File: src/rtl/lift_call_scheduler.sv
// Call-button scheduler for a four-floor lift: latches calls, picks the next floor
// with a SCAN rule, drives the requested floor and holds a door dwell on arrival.
module lift_call_scheduler #(
  parameter int DWELL_CYCLES   = 4,
  parameter int TIMEOUT_CYCLES = 16
) (
  input  logic       clk,
  input  logic       rst,
  input  logic [3:0] call_btn,
  input  logic       gndF,
  input  logic       fstF,
  input  logic       sndF,
  input  logic       trdF,
  output logic [1:0] req_floor,
  output logic [3:0] pending,
  output logic       door_open,
  output logic       busy,
  output logic       floor_err,
  output logic       timeout_err,
  output logic [1:0] state_dbg
);

  typedef enum logic [1:0] {
    S_IDLE  = 2'd0,
    S_MOVE  = 2'd1,
    S_DWELL = 2'd2
  } state_e;

  localparam logic DIR_UP   = 1'b0;
  localparam logic DIR_DOWN = 1'b1;
  localparam logic [7:0] DWELL_LOAD = 8'(DWELL_CYCLES - 1);
  localparam logic [7:0] TMO_LOAD   = 8'(TIMEOUT_CYCLES - 1);

  state_e     state_q, state_d;
  logic       dir_q, dir_d;
  logic [1:0] req_q, req_d;
  logic [3:0] pend_q, pend_d;
  logic [7:0] tmo_q, tmo_d;
  logic [7:0] dwell_q, dwell_d;
  logic [1:0] dfloor_q, dfloor_d;
  logic       ferr_q;
  logic       terr_q, terr_d;

  logic [3:0] ind;
  logic       ind_ok;
  logic [1:0] cf;
  logic [3:0] cand;
  logic       up_hit, dn_hit;
  logic [1:0] up_fl, dn_fl;
  logic [1:0] tgt;
  logic       tgt_dir;
  logic [3:0] btn_mask;
  logic [3:0] clr;

  assign ind    = {trdF, sndF, fstF, gndF};
  assign ind_ok = (ind == 4'b0001) || (ind == 4'b0010) ||
                  (ind == 4'b0100) || (ind == 4'b1000);

  always_comb begin
    case (ind)
      4'b0010: cf = 2'd1;
      4'b0100: cf = 2'd2;
      4'b1000: cf = 2'd3;
      default: cf = 2'd0;
    endcase
  end

  // The current floor is never a SCAN candidate; IDLE serves it directly.
  assign cand = pend_q & ~(4'b0001 << cf);

  always_comb begin
    up_hit = 1'b0;
    up_fl  = 2'd0;
    dn_hit = 1'b0;
    dn_fl  = 2'd0;
    for (int i = 3; i >= 0; i--) begin
      if (cand[i] && (i > int'(cf))) begin
        up_hit = 1'b1;
        up_fl  = i[1:0];
      end
    end
    for (int i = 0; i < 4; i++) begin
      if (cand[i] && (i < int'(cf))) begin
        dn_hit = 1'b1;
        dn_fl  = i[1:0];
      end
    end
  end

  always_comb begin
    tgt     = 2'd0;
    tgt_dir = dir_q;
    if (dir_q == DIR_UP) begin
      if (up_hit) tgt = up_fl;
      else begin
        tgt     = dn_fl;
        tgt_dir = DIR_DOWN;
      end
    end else begin
      if (dn_hit) tgt = dn_fl;
      else begin
        tgt     = up_fl;
        tgt_dir = DIR_UP;
      end
    end
  end

  // The floor whose door is open does not re-latch its own button.
  always_comb begin
    btn_mask = 4'b1111;
    if (state_q == S_DWELL) btn_mask = ~(4'b0001 << dfloor_q);
  end

  // A bad indicator pattern freezes the whole FSM, timers included.
  always_comb begin
    state_d  = state_q;
    dir_d    = dir_q;
    req_d    = req_q;
    tmo_d    = tmo_q;
    dwell_d  = dwell_q;
    dfloor_d = dfloor_q;
    clr      = 4'b0000;
    terr_d   = 1'b0;
    if (ind_ok) begin
      case (state_q)
        S_IDLE: begin
          if (pend_q[cf]) begin
            clr      = 4'b0001 << cf;
            dfloor_d = cf;
            dwell_d  = DWELL_LOAD;
            state_d  = S_DWELL;
          end else if (pend_q != 4'b0000) begin
            req_d   = tgt;
            dir_d   = tgt_dir;
            tmo_d   = TMO_LOAD;
            state_d = S_MOVE;
          end
        end
        S_MOVE: begin
          if (cf == req_q) begin
            clr      = 4'b0001 << cf;
            dfloor_d = cf;
            dwell_d  = DWELL_LOAD;
            state_d  = S_DWELL;
          end else if (tmo_q == 8'd0) begin
            terr_d  = 1'b1;
            state_d = S_IDLE;
          end else begin
            tmo_d = tmo_q - 8'd1;
          end
        end
        S_DWELL: begin
          if (dwell_q == 8'd0) state_d = S_IDLE;
          else dwell_d = dwell_q - 8'd1;
        end
        default: state_d = S_IDLE;
      endcase
    end
  end

  assign pend_d = (pend_q | (call_btn & btn_mask)) & ~clr;

  always_ff @(posedge clk or negedge rst) begin
    if (!rst) begin
      state_q  <= S_IDLE;
      dir_q    <= DIR_UP;
      req_q    <= 2'd0;
      pend_q   <= 4'b0000;
      tmo_q    <= 8'd0;
      dwell_q  <= 8'd0;
      dfloor_q <= 2'd0;
      ferr_q   <= 1'b0;
      terr_q   <= 1'b0;
    end else begin
      state_q  <= state_d;
      dir_q    <= dir_d;
      req_q    <= req_d;
      pend_q   <= pend_d;
      tmo_q    <= tmo_d;
      dwell_q  <= dwell_d;
      dfloor_q <= dfloor_d;
      ferr_q   <= ~ind_ok;
      terr_q   <= terr_d;
    end
  end

  assign req_floor   = req_q;
  assign pending     = pend_q;
  assign door_open   = (state_q == S_DWELL);
  assign busy        = (state_q != S_IDLE);
  assign floor_err   = ferr_q;
  assign timeout_err = terr_q;
  assign state_dbg   = state_q;

endmodule

File: config.mk
export PLATFORM = sky130hd
export DESIGN_NAME = lift_call_scheduler
export DESIGN_NICKNAME = d
export VERILOG_FILES = /design/src/rtl/lift_call_scheduler.sv
export SDC_FILE = /design/constraint.sdc
export NUM_CORES = 1
export LEC_CHECK = 0
export ABC_AREA = 1
export BUFFER_PORTS_ARGS = -buffer_cell sky130_fd_sc_hd__buf_2
export CAP_MARGIN = 20
export CELL_PAD_IN_SITES_DETAIL_PLACEMENT = 1
export CELL_PAD_IN_SITES_GLOBAL_PLACEMENT = 2
export CORE_ASPECT_RATIO = 1.25
export CORE_UTILIZATION = 33
export CTS_CLUSTER_SIZE = 25
export DETAILED_ROUTE_END_ITERATION = 10
export PLACE_DENSITY = 0.89
export SYNTH_ARGS = -nofsm -noshare
export SYNTH_HDL_FRONTEND = slang
export SYNTH_SLANG_ARGS = --single-unit
export TNS_END_PERCENT = 1
File: constraint.sdc
create_clock -name clk -period 1.62 [get_ports clk]
set_input_delay 0.324 -clock clk [delete_from_list [all_inputs] [get_ports clk]]
set_output_delay 0.324 -clock clk [all_outputs]
set_load 0.1 [all_outputs]
==> impl_metrics.json, run 1 <==
{
  "grt_max_degree": 19,
  "vias": 2147,
  "yosysTopAreaCell": "dfrtp_1",
  "placedCellCount": 432,
  "cts.sinks": 29,
  "routed_wl_um": 5850,
  "rsz0062_at_grt": "yes",
  "insertion_delay_ps": 280,
  "fin_ws_ps": 16.0,
  "cap_viol_max_count": 0,
  "worstSetupStartpointType": "flop",
  "cp.arrival_ps": 1280,
  "dp_slack_ps": -102,
  "cp_max_fo": 4,
  "ys_types": 27,
  "syn_nets": 314,
  "ys_seq_area_share_pct": 35.2,
  "syn_avg_cell_area_um2": 6.85,
  "min_period_ps": 1600,
  "leakage_nw": 1.42,
  "antenna_found_initial": 0,
  "grt_use_total_pct": 19.9,
  "core_mm2": 0.00590,
  "min_period_over_period_pct": 99.0,
  "drtPass1Iterations": 4,
  "synthArstFlopShare_pct": 100,
  "drcViolationCount": 0,
  "clkTransAtPathRegs_ps": 70,
  "synthTopCellsByCount": "nand2_1 (109), inv_1 (33), dfrtp_1 (29)",
  "required_ps": 1300,
  "io_pins": 22,
  "powerDensity_mw_per_mm2": 1880,
  "worstHoldPathType": "in -> reg",
  "final_max_slew_viol_count": 0,
  "synth_edf_count": 0,
  "finalHoldViolations": 0,
  "drtAntennaViolNets": 0,
  "tightestPinTransition_ps": 489,
  "instances_no_fill": 445,
  "avgRoutedWirePerCell_um": 13.1,
  "slew_headroom_pct": 67.6,
  "initial_core_util_pct": 35.0,
  "synth_top_area_share_pct": 35.2,
  "rows": 31,
  "drive_gt1_share_pct": 29.5,
  "die_area_mm2": 0.00657,
  "ir_drop_mv": 1.26,
  "area_growth_pct": 31.9,
  "critical_path_class": "reg -> out",
  "syn_inst": 301,
  "die_x_um": 72.7,
  "max_freq_mhz": 623,
  "r2r_cells": 10,
  "fp.dieH_um": 90.4,
  "cts-htree-levels": 2,
  "grt_pass1_vias": 2235,
  "grt_overflow": 0,
  "status": "complete, no violations",
  "synth_seq_cells": 29,
  "yosysWarnings": 0,
  "cts_max_path_buffers": 2,
  "cts_tree": "done",
  "end_kind": "primary output",
  "finalNetCount": 375,
  "viasPerCell": 4.82,
  "grt_pass1_wl_um": 10200,
  "antennaDiodeCount": 0,
  "dp_hpwl_um": 4700,
  "io_buffers": 21,
  "drt_iter0_markers": 69,
  "worstPathCellList": "nor2_4 -> clkinvlp_4 -> buf_4",
  "holdPathStages": 3,
  "cpMaxStageDelayCell": "dfrtp_4",
  "fin_worst_skew_ps": 7.94,
  "syn_area_mm2": 0.00206,
  "yosysMostFrequentCell": "nand2_1",
  "cpPeakStageDelay_ps": 530,
  "synthFlopType": "dfrtp_1",
  "numCtsBuffers": 5,
  "ff2ff_setup_slack_ps": 50,
  "synth_area_leaders": "dfrtp_1 (35%), nand2_1 (20%), nand4_1 (6.4%), inv_1 (6.0%), nand3_1 (5.3%)",
  "setup_violations": 0,
  "finalWeightedCongestion": 0.809,
  "root_buffer": "clkbuf_8"
}
## through the flow
step	util [%]	hold WS (ps)	cell area (um^2)	setup TNS [ps]	power [W]
floorplan	-	28.4	2090	-3750	0.00340
global placement	43.5	282	2570	-321	0.00432
detailed placement	43.5	290	2570	-1490	0.00441
CTS	45.4	320	2680	0	0.00507
global route	46.1	338	2720	-478	0.00548
finish	46.1	328	2720	0	0.00510
## layout by cell type, fill, tap and decap left out, types with 2 or more instances in the layout
cell,synthesis,routed
clkbuf_8,0,5
inv_2,5,8
nand2_2,8,10
buf_4,1,29
dfrtp_2,0,5
buf_6,1,3
nand2_4,2,2
nand4_1,21,21
buf_2,0,18
ha_1,3,2
o21ai_0,4,2
nor2_1,28,27
nand3_2,2,2
nor2_2,3,3
a21oi_1,12,12
buf_12,0,5
inv_1,33,28
dfrtp_1,29,23
nand3_1,22,22
nand3_4,3,3
nand3b_1,2,2
nor2_4,5,6
clkbuf_1,0,3
o21ai_1,0,2
nand2_1,109,107
## what timing repair did
item	CTS	global route
endpoints found under the hold margin	17	0
hold buffers	1	0
pin swaps	1	6
gates resized for setup	3	9
setup buffers	1	3
setup endpoints to repair	9	22
## power breakdown
group	switching, W	internal, W	leakage (nW)
combinational	0.00215	0.00112	1.02
sequential	0.000270	0.000980	0.355
clock	0.000283	0.000305	0.0395
total	0.00270	0.00240	1.42
## layer usage
layer / part of all wire [%] / vias to the layer above / GRT usage, % / routed length (um)
met2: 53 / 24 / 36.6 / 3100
li1: - / 1086 / - / -
met4: 1.3 / 0 / 5.88 / 77
met5: 0 / - / 0 / 0
met1: 44 / 1031 / 23.4 / 2570
met3: 1.7 / 6 / 2.34 / 98
## worst max-delay path: cells and delay by family, from the launching register on
kind / cells / cell delay (ps)
AND/OR/NAND/NOR: 1 / 150
flip-flops: 1 / 530
buffers and inverters: 2 / 320
## worst paths after layout
check,from,end
hold / removal,call_btn[1],pending[1]
hold reg to reg,dwell_q[1],dwell_q[1]
setup reg to reg,tmo_q[1],tmo_q[5]
setup / recovery,state_dbg[1],busy
max in group asynchronous,rst,tmo_q[5]
min in group asynchronous,rst,dwell_q[7]
## kinds of logic after synthesis
group	after synthesis	synth area share, %
adder cells (fa/ha/maj)	3	1.82
flip-flops	29	35.2
buffers and inverters	40	7.83
AO/OA/AOI/OAI	18	5.04
XOR/XNOR	2	0.850
AND/OR/NAND/NOR	209	49.3
## registers in the layout, summed over array words and instances (netlist names)
register	count
tmo_q	8
dfloor_q	2
timeout_err	1
dwell_q	8
req_floor	2
state_dbg	2
dir_q	1
pending	4
floor_err	1
## area by class of cell
class / count / area (um^2)
clock buffers: 8 / 80.1
flip-flops and latches: 29 / 736
repair buffers: 56 / 452
fillers: 777 / 3180
inverters: 38 / 149
multi-input cells: 232 / 1200
well taps: 82 / 103
(Power assumes the default switching activity.)
==> run 2, diff against run 1 <==
--- a/config.mk
+++ b/config.mk
@@ -11,10 +11,10 @@
 export CELL_PAD_IN_SITES_DETAIL_PLACEMENT = 1
 export CELL_PAD_IN_SITES_GLOBAL_PLACEMENT = 2
 export CORE_ASPECT_RATIO = 1.25
-export CORE_UTILIZATION = 33
+export CORE_UTILIZATION = 30
 export CTS_CLUSTER_SIZE = 25
 export DETAILED_ROUTE_END_ITERATION = 10
-export PLACE_DENSITY = 0.89
+export PLACE_DENSITY = 0.83
 export SYNTH_ARGS = -nofsm -noshare
 export SYNTH_HDL_FRONTEND = slang
 export SYNTH_SLANG_ARGS = --single-unit
==> run 2 against run 1 <==
The run now ends with hold timing left. Clock skew grew 2.2 ps. Combinational power is essentially flat. Cell count grew 0.67%. Largest cell class unchanged. Sequential power is essentially flat. Clock-buffer cell count shrank 1. Final area grew 0.37%. Core utilization shrank 4.8 points. Die area grew 9.7%. First-iteration DRC count shrank 4.3%. Routed wire length shrank 0.53%. Power grew 1.4%. Register-to-register slack gained 30 ps.
==> impl_metrics.json, run 2 (same netlist as run 1, synthesis figures left out) <==
{
  "root_buffer": "clkbuf_8",
  "multi_input_area_mm2": 0.00122,
  "dp_hpwl_um": 4580,
  "vias": 2102,
  "grt_pass1_vias": 2265,
  "powerDensity_mw_per_mm2": 1900,
  "routed_wl_um": 5810,
  "ff_latch_area_um2": 736,
  "antenna_found_initial": 0,
  "drtAntennaViolNets": 0,
  "rsz0062_at_grt": "yes",
  "slew_headroom_pct": 68.1,
  "grt_pass1_wl_um": 10300,
  "clkTransAtPathRegs_ps": 70,
  "tightestPinTransition_ps": 478,
  "nFillCells": 883,
  "antennaDiodeCount": 0,
  "die_area_mm2": 0.00721,
  "area_growth_pct": 32.3,
  "cts-htree-levels": 2,
  "drcViolationCount": 0,
  "initial_core_util_pct": 31.2,
  "cts_tree": "done",
  "worstHoldPathType": "in -> async",
  "setup_violations": 0,
  "place_area_mm2": 0.00256,
  "grt_overflow": 0,
  "dp_slack_ps": -75.2,
  "cpPeakStageDelay_ps": 430,
  "fin_ws_ps": 23.0,
  "cts.sinks": 29,
  "core_mm2": 0.00661,
  "cp.arrival_ps": 1270,
  "drt_iter0_markers": 66,
  "finalHoldViolations": 10,
  "status": "finished, violations left",
  "holdBufCountCts": 0,
  "min_period_over_period_pct": 98.6,
  "required_ps": 1300,
  "worstPathCellList": "buf_6 -> inv_4 -> nor2_4 -> buf_12",
  "cpMaxStageDelayCell": "dfrtp_4",
  "insertion_delay_ps": 290,
  "worstSetupStartpointType": "flop",
  "drive_gt1_share_pct": 31.0,
  "ir_drop_mv": 0.961,
  "power_w": 0.00518,
  "grt_max_degree": 20,
  "fin_util_pct": 41.3,
  "finalNetCount": 373,
  "final_cell_mix": "nand2_1 (107), buf_4 (30), inv_1 (27), nor2_1 (26), dfrtp_1 (23)",
  "io_buffers": 21,
  "hold_slack_ps": -18.2,
  "io_pins": 22,
  "fp.dieH_um": 94.7,
  "numCtsBuffers": 5,
  "viasPerCell": 4.69,
  "grt_use_total_pct": 17.9,
  "cap_viol_max_count": 0,
  "cts_max_path_buffers": 2,
  "failed_checks": "hold timing",
  "die_x_um": 76.2,
  "avgRoutedWirePerCell_um": 13.0,
  "mostFrequentLayoutCell": "nand2_1",
  "min_period_ps": 1600,
  "drtPass1Iterations": 4,
  "rows": 33,
  "tns_ps": 0,
  "design_area_mm2": 0.00273,
  "finalWeightedCongestion": 0.806,
  "leakage_nw": 1.42,
  "r2r_cells": 8,
  "max_freq_mhz": 626,
  "cp_max_fo": 5,
  "final_max_slew_viol_count": 0,
  "end_kind": "primary output",
  "fin_worst_skew_ps": 10.1,
  "critical_path_class": "reg -> out"
}
[run 2: cell types whose count changed in the layout (fill, tap and decap cells not counted), sizes merged]
cell,delta
buf,-1
clkbuf,-1
clkinv,+1
dlygate4sd3,-1
[run 2: final timing paths]
path | start | to | slack, ps
worst min-delay path | rst | tmo_q[5] | -20
max in group asynchronous | rst | req_floor[0] | 1140
worst max register to register | state_dbg[1] | tmo_q[7] | 80
min in group clk | call_btn[1] | pending[1] | 320
worst max-delay path | state_dbg[1] | door_open | 20
worst min register to register | dwell_q[5] | dwell_q[5] | 490
[run 2: repair_timing]
| action | 4_1_cts | 5_1_grt |
|---|---|---|
| setup buffers | 2 | 1 |
| pin swaps | 2 | 2 |
| endpoints found under the hold margin | 0 | 0 |
| setup endpoints to repair | 6 | 12 |
| resized for setup | 5 | 10 |
[run 2: final cells by class]
class / count / share of cell area, %
flip-flops and latches: 29 / 27.0
well taps: 87 / 3.99
multi-input cells: 232 / 44.6
inverters: 38 / 5.46
clock buffers: 7 / 3.53
clock inverters: 1 / 0.183
repair buffers: 54 / 15.3
[run 2: metal layers]
layer  share of wire [%]  global-route usage, %  vias to the layer above
li1                    -                      -                     1086
met1                  43                   19.9                      989
met2                  54                   35.3                       22
met3                 2.1                   3.00                        5
met4                 1.1                   4.81                        0
met5                   0                      0                        -
[run 2: critical path, delay by kind of cell, from the launching register on]
| kind | cells | cell delay, ps |
|---|---|---|
| flops | 1 | 430 |
| buf+inv | 3 | 400 |
| simple gates | 1 | 150 |
[run 2: per-stage QoR]
step                      hold WS (ps)  std cells
final                            -18.2        448
after global routing              28.0        448
after CTS                         3.64        447
after detailed placement           315        437
after global placement             311        437
after floorplan                   28.4        301
[run 2: power breakdown]
part	internal (W)	switching, W	total, W
combinational	0.00110	0.00218	0.00328
clock	0.000383	0.000286	0.000669
sequential	0.000980	0.000250	0.00123
total	0.00246	0.00272	0.00518
